[config.mk]
export PLATFORM = sky130hd
export DESIGN_NAME = spi_display_receiver
export DESIGN_NICKNAME = d
export VERILOG_FILES = /design/src/rtl/spi_display_receiver.sv
export SDC_FILE = /design/constraint.sdc
export NUM_CORES = 1
export LEC_CHECK = 0
export CAP_MARGIN = 20
export CORE_MARGIN = 1
export CORE_UTILIZATION = 50
export CTS_CLUSTER_DIAMETER = 200
export DETAILED_ROUTE_END_ITERATION = 12
export GPL_TIMING_DRIVEN = 0
export PLACE_DENSITY = 0.79
export SETUP_SLACK_MARGIN = 0.4
export SYNTH_ARGS = -nofsm -noshare
export SYNTH_HDL_FRONTEND = slang
export SYNTH_SLANG_ARGS = --single-unit
[constraint.sdc]
create_clock -name clk -period 2.18 [get_ports clk]
set_clock_uncertainty 0.15 [all_clocks]
set_input_delay 0.327 -clock clk [delete_from_list [all_inputs] [get_ports clk]]
set_output_delay 0.327 -clock clk [all_outputs]
set_load 0.01 [all_outputs]
[src/rtl/spi_display_receiver.sv]
// Receive side of the 16-bit MAX7219-style display SPI link: oversamples Mosi/Cs/Clk_SPI
// in the clk domain, assembles frames and commits them into the display register file.
//
// state      | meaning
// -----------+---------------------------------------------------
// ST_UNARMED | after reset, waiting for synchronized Cs high
// ST_IDLE    | waiting for a Cs falling edge
// ST_SHIFT   | Cs low, collecting bits on Clk_SPI rising edges
module spi_display_receiver #(
  parameter int SYNC_STAGES = 2
) (
  input  logic        clk,
  input  logic        res,
  input  logic        Mosi,
  input  logic        Cs,
  input  logic        Clk_SPI,
  output logic [63:0] digits,
  output logic [7:0]  decode_mode,
  output logic [3:0]  intensity,
  output logic [2:0]  scan_limit,
  output logic        shutdown_n,
  output logic        display_test,
  output logic [3:0]  last_addr,
  output logic [7:0]  last_data,
  output logic        frame_valid,
  output logic        frame_error
);

  typedef enum logic [1:0] {
    ST_UNARMED = 2'd0,
    ST_IDLE    = 2'd1,
    ST_SHIFT   = 2'd2
  } state_t;

  localparam logic [4:0] CNT_FULL = 5'd16;
  localparam logic [4:0] CNT_SAT  = 5'd17;

  state_t state, state_nxt;

  logic [SYNC_STAGES-1:0] mosi_sync, cs_sync, sclk_sync;
  logic                   cs_d, sclk_d;
  logic                   mosi_s, cs_s, sclk_s;
  logic                   cs_rise, cs_fall, sclk_rise;

  // Only the low 12 bits of the frame are ever decoded; bits [15:12] shift out harmlessly.
  logic [11:0] shift_reg;
  logic [4:0]  bit_cnt;
  logic [3:0]  frame_addr;
  logic [7:0]  frame_data;

  logic start_frame, shift_bit, end_frame;

  always_ff @(posedge clk) begin
    if (res) begin
      mosi_sync <= '0;
      cs_sync   <= '0;
      sclk_sync <= '0;
      cs_d      <= 1'b0;
      sclk_d    <= 1'b0;
    end else begin
      mosi_sync <= {mosi_sync[SYNC_STAGES-2:0], Mosi};
      cs_sync   <= {cs_sync[SYNC_STAGES-2:0], Cs};
      sclk_sync <= {sclk_sync[SYNC_STAGES-2:0], Clk_SPI};
      cs_d      <= cs_sync[SYNC_STAGES-1];
      sclk_d    <= sclk_sync[SYNC_STAGES-1];
    end
  end

  assign mosi_s    = mosi_sync[SYNC_STAGES-1];
  assign cs_s      = cs_sync[SYNC_STAGES-1];
  assign sclk_s    = sclk_sync[SYNC_STAGES-1];
  assign cs_rise   = cs_s & ~cs_d;
  assign cs_fall   = ~cs_s & cs_d;
  assign sclk_rise = sclk_s & ~sclk_d;

  always_ff @(posedge clk) begin
    if (res) begin
      state <= ST_UNARMED;
    end else begin
      state <= state_nxt;
    end
  end

  always_comb begin
    state_nxt = state;
    case (state)
      ST_UNARMED: if (cs_s)    state_nxt = ST_IDLE;
      ST_IDLE:    if (cs_fall) state_nxt = ST_SHIFT;
      ST_SHIFT:   if (cs_rise) state_nxt = ST_IDLE;
      default:                 state_nxt = ST_UNARMED;
    endcase
  end

  // A Cs rise in the same cycle as a Clk_SPI rise closes the frame without taking the bit.
  always_comb begin
    start_frame = 1'b0;
    shift_bit   = 1'b0;
    end_frame   = 1'b0;
    case (state)
      ST_IDLE:  start_frame = cs_fall;
      ST_SHIFT: begin
        end_frame = cs_rise;
        shift_bit = sclk_rise & ~cs_rise;
      end
      default: ;
    endcase
  end

  assign frame_addr = shift_reg[11:8];
  assign frame_data = shift_reg[7:0];

  always_ff @(posedge clk) begin
    if (res) begin
      shift_reg    <= '0;
      bit_cnt      <= '0;
      digits       <= '0;
      decode_mode  <= '0;
      intensity    <= '0;
      scan_limit   <= '0;
      shutdown_n   <= 1'b0;
      display_test <= 1'b0;
      last_addr    <= '0;
      last_data    <= '0;
      frame_valid  <= 1'b0;
      frame_error  <= 1'b0;
    end else begin
      frame_valid <= 1'b0;
      frame_error <= 1'b0;

      if (start_frame) begin
        shift_reg <= '0;
        bit_cnt   <= '0;
      end else if (shift_bit) begin
        shift_reg <= {shift_reg[10:0], mosi_s};
        if (bit_cnt != CNT_SAT) begin
          bit_cnt <= bit_cnt + 5'd1;
        end
      end

      if (end_frame) begin
        if (bit_cnt == CNT_FULL) begin
          frame_valid <= 1'b1;
          last_addr   <= frame_addr;
          last_data   <= frame_data;
          for (int n = 0; n < 8; n++) begin
            if (frame_addr == 4'(n + 1)) begin
              digits[8*n +: 8] <= frame_data;
            end
          end
          case (frame_addr)
            4'h9:    decode_mode  <= frame_data;
            4'hA:    intensity    <= frame_data[3:0];
            4'hB:    scan_limit   <= frame_data[2:0];
            4'hC:    shutdown_n   <= frame_data[0];
            4'hF:    display_test <= frame_data[0];
            default: ;
          endcase
        end else begin
          frame_error <= 1'b1;
        end
      end
    end
  end

endmodule
# ---- Yosys cells after proc, flatten, opt, wreduce, memory -nomap -nowiden
# Index checks and enable logic that the tools add are counted.
dict set report totals {
  out_inout_bits 95
  register_bits 122
}
dict set report op_classes {
  eq_ne 20
  n_reduce_logical 19
  muxes 9
  add_sub_neg 1
  bitwise_logic 9
}
# op n
set ops {}
lappend ops {{3-bit AND reduction} 14}
lappend ops {{4-bit == test (second input constant)} 6}
lappend ops {{4-bit by 3-bit == test with 1-bit output (second input constant)} 4}
lappend ops {{4-bit by 2-bit == test with 1-bit output (second input constant)} 2}
lappend ops {{2-bit two-way mux} 3}
lappend ops {{2-bit != test (second input constant)} 3}
lappend ops {{2-bit case mux with 3 select lines} 1}
lappend ops {{5-bit by 1-bit adder with 5-bit output (second input constant)} 1}
lappend ops {{5-bit == test (second input constant)} 1}
lappend ops {{1-bit two-way mux} 5}
lappend ops {{5-bit != test (second input constant)} 1}
lappend ops {{1-bit inverter} 5}
lappend ops {{1-bit AND} 4}
lappend ops {{4-bit by 1-bit == test with 1-bit output (second input constant)} 1}
lappend ops {{2-bit AND reduction} 2}
lappend ops {{2-bit OR reduction} 2}
lappend ops {{2-bit by 1-bit == test with 1-bit output (second input constant)} 1}
lappend ops {{2-bit == test (second input constant)} 1}
lappend ops {{2-bit zero test} 1}

# ---- Depth between registers and ports, before layout
# Gate-level depths: netlist of run 1.
dict set report depth {
  depth_word 6
  mapped_depth 8
}

# ---- Least setup slack after synthesis of run 1
# Ideal clock, no wire load.
dict set report synth_path {
  path_kind {register to register}
  startpoint {register bit_cnt[0]}
  endpoint {register digits[32]}
  period_less_slack_ns 1.919
  required_ns 1.905
  path_stages_with_launch 9
  arrival_ns 1.644
  setup_slack_ns 0.261
  path_buffers 2
  path_cell_list {dfxtp_1 > inv_1 > ha_1 > nand4bb_1 > or2_1 > buf_2 > or3_1 > buf_4 > mux2i_1}
}
dict set report synth_via {
  elab_chain_len 2
}
# item line
set synth_rtl {}
lappend synth_rtl {{from (decl)} 47} ;# logic [4:0] bit_cnt;
lappend synth_rtl {{from (signal assigned)} 136} ;# bit_cnt <= bit_cnt + 5'd1;
lappend synth_rtl {{5-bit == test} 141} ;# if (bit_cnt == CNT_FULL) begin
lappend synth_rtl {{3-bit AND reduction (no source line)} n/a}
lappend synth_rtl {{to (signal, indexed assignment)} 147} ;# digits[8*n +: 8] <= frame_data;
lappend synth_rtl {{to (decl)} 17} ;# output logic [63:0] digits,
# No other way between the ends.
# A chain may end at the register's enable or synchronous reset.

# ---- Final worst setup path of run 1
dict set report layout_path {
  startpoint {register bit_cnt[0]}
  endpoint {register digits[33]}
}
# The elaborated chain is that of the path after synthesis.

==> flow_metrics.py, run 1 <==
metrics = {
    "floorplan": {
        "die_x_um": 99,
        "fp-row-count": 35,
        "boundaryPins": 100,
        "start_util": 0.512,
        "coreArea_um2": 9200,
        "fp.dieH_um": 99,
        "die_area_um2": 9800,
    },
    "timing": {
        "tightest_slew_ns": 0.812,
        "finalCriticalPeriod_ns": 2.04,
        "tns_ns": 0,
        "whs_ns": 0.200,
        "timing_hold_violations_final": 0,
        "max_slew_margin": 0.457,
        "max_freq_mhz": 491,
        "fin_crit_sh": 0.934,
        "worst_slack_ns": 0.143,
        "maxSlewViolCount": 0,
        "rsz0062_at_grt": "yes",
        "setup_viol": 0,
    },
    "yosys": {
        "synth_nets": 525,
        "synthesis.area_um2": 4700,
        "synth_cells": 517,
        "synth_warnings": 0,
        "yosysSeqAreaShare": 0.519,
        "synth.distinct_cells": 28,
        "syn_avg_cell_area_um2": 9.10,
        "ys_seq_elements": 122,
    },
    "final_layout": {
        "nets": 668,
        "final_common_cell": "dfxtp_1",
        "diodes": 0,
        "syn_to_final_growth_pct": 49.1,
        "stdcell_area_um2": 7010,
        "stdcell_count": 784,
        "largest_register_ffs": 64,
        "final_core_util": 0.763,
        "drive_gt1_frac": 0.207,
        "mostFrequentLayoutCells": "117 x dfxtp_1, 95 x dlygate4sd2_1, 78 x nand2b_1",
    },
    "clock_network": {
        "cts_hold_buf": 0,
        "root_buffer": "clkbuf_8",
        "clk_path_buf_depth": 2,
        "clk_pin_slew_worst_paths_ns": 0.06,
        "htree_levels": 4,
        "numCtsBuffers": 17,
        "cts_num_sinks": 122,
        "cts_tree": "yes",
        "clock_latency_ns": 0.53,
    },
    "setup_path": {
        "cp-startpoint": "bit_cnt[0]",
        "r2r_start": "bit_cnt[0]",
        "cp_max_fo": 8,
        "crit_arrival_ns": 2.28,
        "end_kind": "flip-flop",
        "critPathLaunchType": "flip-flop",
        "path_class": "reg -> reg",
        "worstPathRequired_ns": 2.43,
    },
    "power": {
        "combPwrFrac": 0.018,
        "power.switching_mw": 1.10,
        "swShare": 0.206,
        "power_density_nw_per_um2": 765,
        "clock_power_share": 0.564,
        "p_leak_nw": 3.16,
        "seqPwrFrac": 0.418,
        "power.total_mw": 5.37,
        "ir_drop_v": 0.000516,
        "p_int_mw": 4.26,
    },
    "global_route": {
        "grt_use_total": 0.282,
        "first_global_vias": 4216,
        "grt_max_degree": 17,
        "grt_antenna_before_repair": 0,
        "grt_pass1_wl_um": 21200,
        "grt_remaining_overflow": 0,
    },
    "place": {
        "postPlaceCellArea_um2": 5860,
        "dp_hpwl_um": 8390,
        "portBuffers": 99,
        "dp_cells": 727,
        "pre_cts_ws_ns": -0.199,
        "gp_congestion": 0.811,
    },
    "worst_hold_path": {
        "min_from": "Cs",
        "min_path_type": "in -> reg",
    },
    "route": {
        "drt_drc_violations_left": 0,
        "drt_first_pass_iters": 7,
        "ant_nets": 0,
        "routed_wl_um": 14700,
        "vias": 4415,
        "drtIter0Drc": 234,
        "wl_per_cell_um": 18.8,
        "routed_via_density": 5.63,
    },
    "status": {
        "status": "finished clean",
    },
    "job": {
        "maxCapViolCount": 0,
    },
}
cells by family after synthesis:
kind of cell	after synthesis	share of synthesized area
simple gates	239	0.282
flops	122	0.519
compound gates	80	0.0859
buf+inv	40	0.0356
mux	30	0.0638
xor+xnor	3	0.00559
fa+ha+maj	3	0.00798
path summary, 6_finish.rpt:
path	endpoint	slack [ns]	depth (start not counted)
setup / recovery	digits[33]	0.14	8
hold / removal	cs_sync[0]	0.20	2
setup reg to reg	digits[33]	0.14	8
hold reg to reg	mosi_sync[1]	0.29	1
what timing repair did:
item | in CTS | in global routing
endpoints found under the hold margin | 0 | 0
pin swaps | 15 | 10
setup buffers | 12 | 5
gates cloned | 5 | 3
setup endpoints to repair | 198 | 106
resized for setup | 170 | 84
routing by layer:
metal,global-route usage,vias to the layer above,part of all wire
met4,0.160,0,0.044
li1,-,2011,-
met5,0,-,0
met1,0.336,2127,0.39
met2,0.469,214,0.50
met3,0.0652,63,0.063
synth_stat cells (all sizes together):
cell	number	area (µm²)
dfxtp	122	2440
nand2b	79	494
nand2	74	278
o21ai	65	325
mux2i	30	300
clkbuf	23	86.3
nor2	22	82.6
nand3b	17	128
nor2b	17	106
a21oi	14	70.1
buf	12	62.6
nor4	10	100
or3	6	37.5
inv	5	18.8
or2	4	25.0
ha	3	37.5
xnor2	3	26.3
nand3	2	10.0
nand4bb	2	22.5
nor3	2	10.0
or4	2	15.0
a2bb2oi	1	8.76
nor3b	1	7.51
nor4bb	1	10.0
power groups by stage:
stage	combinational (mW)	sequential, mW	clock (mW)
floorplan	0.0615	2.29	0
global placement	0.0852	2.29	0
detailed placement	0.0877	2.29	0
CTS	0.0921	2.24	3.02
global route	0.105	2.24	3.12
finish	0.0991	2.24	3.02
critical path, stage by stage (launching register included):
cell	delay, ns
dfxtp_4	0.35
inv_4	0.06
ha_4	0.14
nand4bb_4	0.16
or2_4	0.27
buf_6	0.13
or3_4	0.37
buf_8	0.16
mux2i_1	0.12
final cells by class:
class                      instances  area [µm²]
sequential                       122        2460
clock inverter                    14         220
inverter                           5        21.3
timing repair buffer             124        1070
fill                             615        2180
tap                              111         139
clock buffer                      18         418
multi-input combinational        355        2370
buffer                            35         309
Note: power is estimated with default switching activity, not from simulation.
==> run 2: changes to the inputs <==
--- a/config.mk
+++ b/config.mk
@@ -5,14 +5,16 @@
 export SDC_FILE = /design/constraint.sdc
 export NUM_CORES = 1
 export LEC_CHECK = 0
+export ABC_AREA = 1
 export CAP_MARGIN = 20
 export CORE_MARGIN = 1
-export CORE_UTILIZATION = 50
+export CORE_UTILIZATION = 51
 export CTS_CLUSTER_DIAMETER = 200
 export DETAILED_ROUTE_END_ITERATION = 12
 export GPL_TIMING_DRIVEN = 0
 export PLACE_DENSITY = 0.79
 export SETUP_SLACK_MARGIN = 0.4
+export SLEW_MARGIN = 0
 export SYNTH_ARGS = -nofsm -noshare
 export SYNTH_HDL_FRONTEND = slang
 export SYNTH_SLANG_ARGS = --single-unit
==> run 2 against run 1 <==
Compared with the run above: final area fell by 1.4%; final cell count is 21% higher; global-route usage increased by 0.80 points; largest power group unchanged; fmax increased by 16%; clock-buffer cell count increased by 6; highest routed layer unchanged; critical path type unchanged.
==> flow_metrics.py, run 2 <==
metrics = {
    "status": {
        "status": "finished clean",
    },
    "route": {
        "routed_via_density": 5.45,
        "wl_per_cell_um": 15.7,
        "drt_first_pass_iters": 5,
        "routed_wl_um": 14800,
        "vias": 5163,
        "drt_drc_violations_left": 0,
        "ant_nets": 0,
        "drtIter0Drc": 492,
    },
    "clock_network": {
        "cts_num_sinks": 122,
        "root_buffer": "clkbuf_8",
        "clk_path_buf_depth": 2,
        "htree_levels": 4,
        "clock_latency_ns": 0.52,
        "clk_pin_slew_worst_paths_ns": 0.06,
        "cts_tree": "yes",
        "numCtsBuffers": 17,
    },
    "yosys": {
        "yosysTopAreaCell": "dfxtp_1",
        "yosysSeqAreaShare": 0.489,
        "synth_cells": 677,
        "async_reset_ff_frac": 0,
        "synth_warnings": 0,
        "synth.distinct_cells": 22,
        "synth_flop_cell": "dfxtp_1",
        "synthTopCellsByArea": "dfxtp_1 49%, nand2_1 9.8%, a21oi_1 9.7%",
        "syn_avg_cell_area_um2": 7.37,
        "ys_seq_elements": 122,
        "ys_top_cells_by_count": "130 x nand2_1, 129 x nor2_1, 122 x dfxtp_1",
        "synth_top_area_share": 0.489,
        "synth_most_common_cell": "nand2_1",
        "synth_nets": 685,
        "synth_edf_count": 0,
        "synthesis.area_um2": 4990,
    },
    "setup_path": {
        "cp-startpoint": "bit_cnt[2]",
        "worstSetupEndpoint": "digits[11]",
        "crit_arrival_ns": 2.02,
        "cp_max_fo": 8,
        "worst-r2r-cell-count": 9,
        "r2r_setup_slack_ns": 0.42,
        "end_kind": "flip-flop",
        "r2r-end": "digits[11]",
        "r2r_start": "bit_cnt[2]",
        "critPathLaunchType": "flip-flop",
        "worstPathRequired_ns": 2.45,
        "path_class": "reg -> reg",
    },
    "global_route": {
        "use_met2": 0.494,
        "grtUsageMet3": 0.0784,
        "grt_use_total": 0.290,
        "first_global_vias": 4801,
        "grt_antenna_before_repair": 0,
        "grt_remaining_overflow": 0,
        "grt_max_degree": 17,
        "busiest_layer": "met2",
        "grt_pass1_wl_um": 22900,
        "met1_usage": 0.343,
    },
    "place": {
        "gp_congestion": 0.841,
        "postPlaceCellArea_um2": 6130,
        "dp_cells": 904,
        "portBuffers": 98,
        "dp_hpwl_um": 9320,
    },
    "timing": {
        "fin_crit_sh": 0.806,
        "tightest_slew_ns": 0.806,
        "finalCriticalPeriod_ns": 1.76,
        "max_slew_margin": 0.463,
        "tns_ns": 0,
        "rsz0062_at_grt": "yes",
        "max_freq_mhz": 569,
        "timing_hold_violations_final": 0,
        "whs_ns": 0.177,
        "maxSlewViolCount": 0,
        "setup_viol": 0,
    },
    "final_layout": {
        "diodes": 0,
        "stdcell_area_um2": 6920,
        "n_fill_cell": 759,
        "nets": 814,
        "multi_input_area_um2": 2190,
        "largest_register_ffs": 64,
        "mostFrequentLayoutCells": "128 x nand2_1, 119 x nor2_1, 118 x dfxtp_1",
        "stdcell_count": 947,
        "drive_gt1_frac": 0.126,
        "seq_area_um2": 2450,
        "syn_to_final_growth_pct": 38.5,
        "final_common_cell": "nand2_1",
    },
    "power": {
        "power.switching_mw": 1.05,
        "p_leak_nw": 3.24,
        "clock_power_share": 0.537,
        "ir_drop_v": 0.000509,
        "p_int_mw": 4.01,
        "seqPwrFrac": 0.443,
        "combPwrFrac": 0.021,
        "swShare": 0.208,
        "power_density_nw_per_um2": 731,
    },
    "job": {
        "maxCapViolCount": 0,
    },
    "floorplan": {
        "die_x_um": 101,
        "coreArea_um2": 9370,
        "die_area_um2": 10200,
        "start_util": 0.533,
        "boundaryPins": 100,
        "fp-row-count": 35,
        "fp.dieH_um": 101,
    },
    "worst_hold_path": {
        "min_path_type": "in -> reg",
    },
}
-- run 2: cell count changes in the layout (fill, tap and decap cells not counted), sizes merged, moves of 4 or more --
cell | previous run | this run
clkinv | 7 | 11
nand3 | 2 | 86
o21ai | 65 | 17
nor2b | 17 | 0
or2 | 4 | 0
inv | 6 | 34
mux2i | 30 | 0
nor2 | 22 | 131
nand2 | 74 | 130
nand2b | 79 | 0
nand3b | 17 | 0
a21oi | 14 | 97
or3 | 6 | 0
nor4 | 10 | 0
-- run 2: repair_timing --
action	in CTS	in global routing
resized for setup	97	53
setup buffers	0	7
hold buffers	1	0
setup endpoints to repair	165	100
pin swaps	1	5
endpoints found under the hold margin	6	0
cloned	0	4
-- run 2: how the worst min path moves through the flow --
stage | start | depth (start not counted) | slack (ns) | to
6_report | Cs | 3 | 0.18 | cs_sync[0]
5_1_grt | Cs | 3 | 0.21 | cs_sync[0]
4_1_cts | Cs | 3 | 0.18 | cs_sync[0]
3_5_place_dp | cs_sync[0] | 2 | 0.24 | cs_sync[1]
3_3_place_gp | cs_sync[0] | 2 | 0.24 | cs_sync[1]
2_1_floorplan | cs_sync[0] | 2 | 0.24 | cs_sync[1]
-- run 2: kinds of logic after synthesis --
logic type,synth area share
xor gates and xnor gates,0.00175
DFF,0.489
and+or+nand+nor,0.291
adders and majority gates,0.00752
buffers and inverters,0.0947
AOI/OAI and AO/OA,0.116
-- run 2: critical path: stages (launching register included) --
cell and delay, ns:
dfxtp_2 0.31, buf_6 0.12, nor2_4 0.12, nand3_4 0.11
nor2_4 0.25, clkbuf_16 0.23, buf_8 0.12, nand3_1 0.07
nand2_1 0.10, nor2_1 0.04
-- run 2: power groups by stage --
stage,Sequential (mW),Clock (mW),Combinational [mW]
floorplan,2.29,0,0.0717
global placement,2.29,0,0.0939
detailed placement,2.29,0,0.0974
CTS,2.24,2.69,0.100
global route,2.24,2.81,0.115
finish,2.24,2.71,0.104
-- run 2: routing by layer --
layer | part of all wire | vias up
met2 | 0.49 | 268
met5 | 0 | -
li1 | - | 2448
met1 | 0.40 | 2387
met3 | 0.073 | 60
met4 | 0.036 | 0
-- run 2: stage by stage --
stage	setup WS, ns	utilization	total power [mW]
floorplan	0.660	-	2.36
global placement	0.476	0.655	2.38
detailed placement	0.419	0.655	2.39
CTS	0.388	0.705	5.04
global route	0.345	0.738	5.17
finish	0.423	0.738	5.06
-- run 2: final cells by class --
class                   instances  area share
repair buffers                110       0.148
plain buffers                  43      0.0516
clock buffers                  24      0.0695
multi-input cells             470       0.316
flip-flops and latches        122       0.355
clock inverters                 7      0.0130
inverters                      42      0.0235
well taps                     129      0.0233
